## src/rtl/btn_event_fifo.sv

```systemverilog
// rtl/btn_event_fifo.sv - button rise events tagged with a switch snapshot, queued in a show-ahead FIFO
module btn_event_fifo #(
    parameter int DEPTH = 8,
    parameter int BTN_W = 5,
    parameter int SW_W  = 16
) (
    input  logic                       i_clk,
    input  logic                       i_rst,
    input  logic [BTN_W-1:0]           i_btn_ok,
    input  logic [SW_W-1:0]            i_sw_ok,
    output logic                       o_evt_valid,
    input  logic                       i_evt_ready,
    output logic [BTN_W-1:0]           o_evt_mask,
    output logic [SW_W-1:0]            o_evt_sw,
    output logic [$clog2(DEPTH):0]     o_level,
    output logic                       o_overflow,
    output logic [7:0]                 o_drop_cnt,
    input  logic                       i_clr_ovf
);
    localparam int AW = $clog2(DEPTH);
    localparam int LW = AW + 1;
    localparam int EW = BTN_W + SW_W;

    logic [BTN_W-1:0] r_btn_prev;
    logic [EW-1:0]    r_mem [DEPTH];
    logic [AW-1:0]    r_wr_ptr;
    logic [AW-1:0]    r_rd_ptr;
    logic [LW-1:0]    r_level;
    logic             r_overflow;
    logic [7:0]       r_drop_cnt;

    logic [BTN_W-1:0] w_rise;
    logic             w_push;
    logic             w_pop;
    logic             w_full;
    logic             w_wr_en;
    logic             w_drop;

    assign w_rise  = i_btn_ok & ~r_btn_prev;
    assign w_push  = |w_rise;
    assign w_pop   = (r_level != '0) & i_evt_ready;
    assign w_full  = (r_level == LW'(DEPTH));
    // When full, a same-cycle pop frees the head slot so the push can proceed.
    assign w_wr_en = w_push & (~w_full | w_pop);
    assign w_drop  = w_push & w_full & ~w_pop;

    always_ff @(posedge i_clk) begin
        if (w_wr_en) begin
            r_mem[r_wr_ptr] <= {w_rise, i_sw_ok};
        end
    end

    always_ff @(posedge i_clk) begin
        if (i_rst) begin
            r_btn_prev <= '1;
            r_wr_ptr   <= '0;
            r_rd_ptr   <= '0;
            r_level    <= '0;
            r_overflow <= 1'b0;
            r_drop_cnt <= '0;
        end else begin
            r_btn_prev <= i_btn_ok;
            if (w_wr_en) begin
                r_wr_ptr <= r_wr_ptr + AW'(1);
            end
            if (w_pop) begin
                r_rd_ptr <= r_rd_ptr + AW'(1);
            end
            if (w_wr_en && !w_pop) begin
                r_level <= r_level + LW'(1);
            end else if (w_pop && !w_wr_en) begin
                r_level <= r_level - LW'(1);
            end
            // A drop in the same cycle as a clear leaves exactly one drop recorded.
            if (w_drop) begin
                r_overflow <= 1'b1;
                if (i_clr_ovf) begin
                    r_drop_cnt <= 8'd1;
                end else if (r_drop_cnt != 8'hFF) begin
                    r_drop_cnt <= r_drop_cnt + 8'd1;
                end
            end else if (i_clr_ovf) begin
                r_overflow <= 1'b0;
                r_drop_cnt <= '0;
            end
        end
    end

    assign o_evt_valid = (r_level != '0);
    assign {o_evt_mask, o_evt_sw} = r_mem[r_rd_ptr];
    assign o_level     = r_level;
    assign o_overflow  = r_overflow;
    assign o_drop_cnt  = r_drop_cnt;
endmodule

```

## config.mk

```make
export PLATFORM = sky130hd
export DESIGN_NAME = btn_event_fifo
export DESIGN_NICKNAME = d
export VERILOG_FILES = /design/src/rtl/btn_event_fifo.sv
export SDC_FILE = /design/constraint.sdc
export NUM_CORES = 1
export LEC_CHECK = 0
export CAP_MARGIN = 40
export CORE_ASPECT_RATIO = 1.25
export CORE_UTILIZATION = 44
export CTS_BUF_LIST = sky130_fd_sc_hd__clkbuf_8
export DETAILED_ROUTE_END_ITERATION = 10
export PLACE_DENSITY_LB_ADDON = 0.15
export SYNTH_ARGS = -nofsm -noshare
export SYNTH_HDL_FRONTEND = slang
export SYNTH_SLANG_ARGS = --single-unit
```

## constraint.sdc

```tcl
create_clock -name i_clk -period 11.8 [get_ports i_clk]
set_clock_uncertainty 0.1 [all_clocks]
set_input_delay 2.36 -clock i_clk [delete_from_list [all_inputs] [get_ports i_clk]]
set_output_delay 2.36 -clock i_clk [all_outputs]
set_load 0.01 [all_outputs]
```

Yosys cells after proc, flatten, opt, wreduce, memory -nomap -nowiden
Memories as Yosys holds them, arrays and structs flattened. A register that Yosys moved wholly into a read port is not among the register bits.
Index checks and enable logic that the tools add are counted.
{"block": "totals", "reg_bits": 24, "mem_bits_rw": 168, "input_bits": 25, "output_inout_bits": 35, "elab_cells": 45, "n_memories": 1}
{"memory": "r_mem", "words": 8, "word_bits": 21, "read_ports": 1, "rd_ports_with_merged_regs": 1, "write_ports": 1, "line_no": "25", "text": "logic [EW-1:0] r_mem [DEPTH];"}
{"block": "op_classes", "add_sub_neg": 5, "eq_ne": 2, "n_mux": 12, "bitwise_logic": 9, "reduce_logical": 10}
{"operator": "$mux 8", "count": 4}
{"operator": "$add 8x1->8 const B", "count": 1}
{"operator": "$mux 4", "count": 2}
{"operator": "$ne 8x8->1 const B", "count": 1}
{"operator": "$add 3x1->3 const B", "count": 2}
{"operator": "$mux 3", "count": 2}
{"operator": "$reduce_bool 2->1", "count": 3}
{"operator": "$and 5x5->5", "count": 1}
{"operator": "$not 5->5", "count": 1}
{"operator": "$reduce_or 5->1", "count": 1}
{"operator": "$add 4x1->4 const B", "count": 1}
{"operator": "$and 1x1->1", "count": 4}
{"operator": "$eq 4x4->1 const B", "count": 1}
{"operator": "$mux 1", "count": 4}
{"operator": "$reduce_bool 4->1", "count": 1}
{"operator": "$sub 4x1->4 const B", "count": 1}
{"operator": "$logic_and 1x1->1", "count": 2}
{"operator": "$logic_not 1->1", "count": 2}
{"operator": "$not 1->1", "count": 2}
{"operator": "$reduce_and 2->1", "count": 1}
{"operator": "$or 1x1->1", "count": 1}

Longest topological paths before layout
{"block": "logic_depth", "depth_word": 8, "mapped_depth": 12}

Worst setup path before layout
Ideal clock, no wire load.
{"block": "synth_path", "kind": "input port to flip-flop", "startpoint": "input i_btn_ok[1]", "endpoint": "memory r_mem[2][0] (netlist name), enable pin", "arrival_ns": 5.310, "required_ns": 11.240, "path_slack_ns": 5.930, "stages": 4, "path_buffers": 0, "path_cell_list": "nor2b_1 -> or4_4 -> o21ai_4 -> nor4b_1"}
{"block": "synth_between", "elab_chain_len": 5}
{"element": "from (decl)", "line_no": "9", "text": "input logic [BTN_W-1:0] i_btn_ok,"}
{"element": "$and 5x5->5", "line_no": "39", "text": "assign w_rise = i_btn_ok & ~r_btn_prev;"}
{"element": "$reduce_or 5->1", "line_no": "40", "text": "assign w_push = |w_rise;"}
{"element": "$and 1x1->1", "line_no": "44", "text": "assign w_wr_en = w_push & (~w_full | w_pop);"}
{"element": "$mux 1", "line_no": "48", "text": "if (w_wr_en) begin"}
{"element": "$mux 1 (implied by the code)", "line_no": "49", "text": "r_mem[r_wr_ptr] <= {w_rise, i_sw_ok};"}
{"element": "to (decl)", "line_no": "25"}
No other way between the ends.

Final worst setup path
{"block": "layout_path", "startpoint": "input i_btn_ok[1]", "endpoint": "register r_level[3], in the netlist o_level[3]"}
{"block": "layout_between", "elab_chain_len": 6, "elab_cells_between_ends": 8}
{"element": "$and 5x5->5 (*)", "line_no": "39"}
{"element": "named net w_rise[1]", "line_no": "32", "text": "logic [BTN_W-1:0] w_rise;"}
{"element": "$reduce_or 5->1 (*)", "line_no": "40"}
{"element": "$and 1x1->1 (*)", "line_no": "44"}
{"element": "named net w_wr_en", "line_no": "36", "text": "logic w_wr_en;"}
{"element": "$logic_not 1->1", "line_no": "71", "text": "end else if (w_pop && !w_wr_en) begin"}
{"element": "$logic_and 1x1->1", "line_no": "71"}
{"element": "$reduce_bool 2->1 (no source line)"}
{"element": "to (signal assigned)", "line_no": "70", "text": "r_level <= r_level + LW'(1);"}
{"element": "to (signal assigned)", "line_no": "72", "text": "r_level <= r_level - LW'(1);"}
{"element": "to (decl)", "line_no": "28", "text": "logic [LW-1:0] r_level;"}
The timed path passes the listed nets; every way through them passes the cells marked *.
A chain may end at the register's enable or synchronous reset.

==> flow_summary.yaml <==
clock_network:
  cts-hold-fix-buffers: 0
  cts_tree: "yes"
  clockRootBuffer: "clkbuf_8"
  post_cts.repair.setup_buffers: 0
  cts_resized: 0
  clkSinkCount: 195
  clk_pin_slew_ps: 90
  clockBufferDepth: 2
  cts.htree.levels: 4
  worstSkewPairLatency_ps: 450
  cts_buffers: 17
power:
  p_switching_uw: 454
  p_leak_nw: 2.85
  power_density_mw_per_mm2: 194
  internal_power_mw: 1.29
  clkPwrFrac: 0.259
  seqPwrFrac: 0.471
  p_sw_frac: 0.260
  ir_drop_mv: 0.0864
  p_comb_frac: 0.270
routing:
  drt_pass1_iterations: 4
  wirelength_um: 13700
  drt_iter0_drc: 264
  postRouteAntennaNets: 0
  vias_per_cell: 5.33
  drc_errors: 0
  vias: 3704
  avgRoutedWirePerCell_um: 19.7
timing:
  whs_ps: 382
  setup_viol: 0
  rsz0062_at_grt: "false"
  min_period_ps: 5160
  slew_viol_final: 0
  setup_ws_ps: 6640
  worst_slew_pin_slew_ps: 883
  relSlewSlack: 0.406
  period_share: 0.437
  hold_violations: 0
  final.setup.tns_ps: 0
  timing.fmax_ghz: 0.194
yosys:
  synth_top_area_cell: "edfxtp_1"
  synth.distinct_cells: 45
  synth.top_cell.area_share: 0.663
  ys.flop_type: "edfxtp_1"
  yosysMostFrequentCell: "edfxtp_1"
  syn_avg_cell_area_um2: 19.7
  ys_warn_count: 0
  async_flop_share: 0
  synth_area_leaders: "edfxtp_1, mux4_2, dfxtp_1"
  synth_edf_count: 168
  syn_inst: 387
  synth_area_mm2: 0.00761
  synth_commonest_cells: "edfxtp_1, mux4_2, dfxtp_1"
  syn_nets: 419
  ys_ff_latch: 195
  synth_seq_area_share: 0.734
setup_path:
  worstSetupEndpointType: "flip-flop"
  reg2reg_slack_ps: 8740
  worstPathMaxFanout: 10
  critical_path_class: "in -> reg"
  r2r_end: "o_level[3]"
  critPathRequiredTime_ps: 12080
  reg2reg_depth: 12
  cp.arrival_ps: 5430
  r2r_start: "r_btn_prev[2]"
  cp-start-kind: "input port"
hold_path:
  holdCritPathClass: "reg -> reg"
  worstHoldStart: "o_overflow"
  hold_depth: 2
  min_to: "o_overflow"
floorplan:
  coreArea_mm2: 0.0168
  io_pins: 60
  fp.dieArea_mm2: 0.0178
  die_h_um: 149
  die_w_um: 120
  start_util: 0.452
  num_rows: 53
global_route:
  grt-ovfl-total: 0
  grt_busiest_layer: "met2"
  use_met2: 0.283
  grt_first_pass_wirelength_um: 21900
  use_met3: 0.0371
  grt_max_degree: 43
  grt_pass1_vias: 3965
  antenna_found_initial: 0
  met1_usage: 0.216
  grt.total_usage: 0.169
finish:
  layout-drive-gt1-share: 0.280
  fin_area_mm2: 0.00900
  antenna_cells: 0
  fin_nets: 494
  area_growth_pct: 18.3
  finalNonFillerCells: 695
placed_design:
  placed_cells: 663
  finalWeightedCongestion: 0.712
  pre_cts_slack_ps: 6170
  io_buffer_count: 59
  dpl_cell_area_mm2: 0.00858
  hpwl_um: 8010
run:
  maxCapViolCount: 0
outcome:
  status: "completed"
routing by layer:
layer / vias to the layer above / share of wire
li1: 1717 / -
met1: 1891 / 0.44
met2: 78 / 0.51
met3: 18 / 0.035
met4: 0 / 0.017
met5: - / 0
power by group through the flow:
stage          Combinational (mW)  Sequential, mW  Clock [mW]
2_1_floorplan               0.301           0.835           0
3_5_place_dp                0.481           0.839           0
5_1_grt                     0.517           0.828       0.490
4_1_cts                     0.484           0.823       0.463
6_report                    0.472           0.822       0.452
3_3_place_gp                0.468           0.836           0
area by class of cell:
class | count | area, µm²
timing repair buffer | 74 | 727
clock buffer | 17 | 234
inverter | 6 | 22.5
tap | 220 | 275
fill | 1372 | 7840
sequential | 195 | 5590
multi-input combinational | 168 | 1970
clock inverter | 15 | 190
state kept, by name, summed over array words and instances (netlist names), named ones only:
| name | flops |
|---|---|
| r_rd_ptr | 3 |
| r_wr_ptr | 3 |
| o_drop_cnt | 8 |
| r_mem | 168 |
| r_btn_prev | 5 |
| o_overflow | 1 |
| o_level | 4 |
layout by cell type, fill, tap and decap left out, drive strengths merged, types with 4 or more instances in the layout:
| master | count |
|---|---|
| buf | 15 |
| dfxtp | 27 |
| nor2 | 11 |
| inv | 10 |
| nor3 | 4 |
| clkinvlp | 4 |
| clkdlybuf4s50 | 59 |
| nor2b | 5 |
| nand3 | 5 |
| ha | 6 |
| edfxtp | 168 |
| mux4 | 42 |
| nand2 | 6 |
| mux2 | 21 |
| o21ai | 6 |
| bufinv | 4 |
| or4 | 7 |
| a21oi | 13 |
| o31ai | 4 |
| or2 | 6 |
| clkbuf | 17 |
worst max-delay path: stages:
cell and delay [ps]:
clkdlybuf4s50_1 410, nor2b_1 250, or4_4 570, o21ai_4 270, inv_2 100, ha_1 220
inv_1 120, ha_1 250, a21o_1 170, a21oi_1 180, xnor2_1 90, or3_1 300
a21oi_1 130
logic make-up (layout without fill, tap and decap cells):
logic type      count (synthesis)  in the layout  share of synthesized area
xor+xnor                        6              6                    0.00690
compound gates                 27             27                     0.0240
buf+inv                        24            112                     0.0135
mux                            65             65                      0.158
flops                         195            195                      0.734
simple gates                   63             63                     0.0514
fa+ha+maj                       7              7                     0.0125
worst max path at each step:
stage | startpoint | to | slack [ps] | cells past startpoint
after floorplan | i_btn_ok[1] | r_mem[2][0] | 5930 | 4
after global placement | i_btn_ok[1] | o_level[3] | 6270 | 13
after detailed placement | i_btn_ok[1] | o_level[3] | 6170 | 13
after CTS | flip-flop | o_evt_mask[4] | 6660 | 5
after global routing | i_btn_ok[1] | o_level[3] | 6490 | 13
final | i_btn_ok[1] | o_level[3] | 6640 | 13
per-stage QoR:
stage | utilization | total power [mW]
after floorplan | - | 1.14
after global placement | 0.507 | 1.30
after detailed placement | 0.509 | 1.32
after CTS | 0.534 | 1.77
after global routing | 0.534 | 1.83
final | 0.534 | 1.75
No activity file was read; power rests on OpenSTA's default activity.
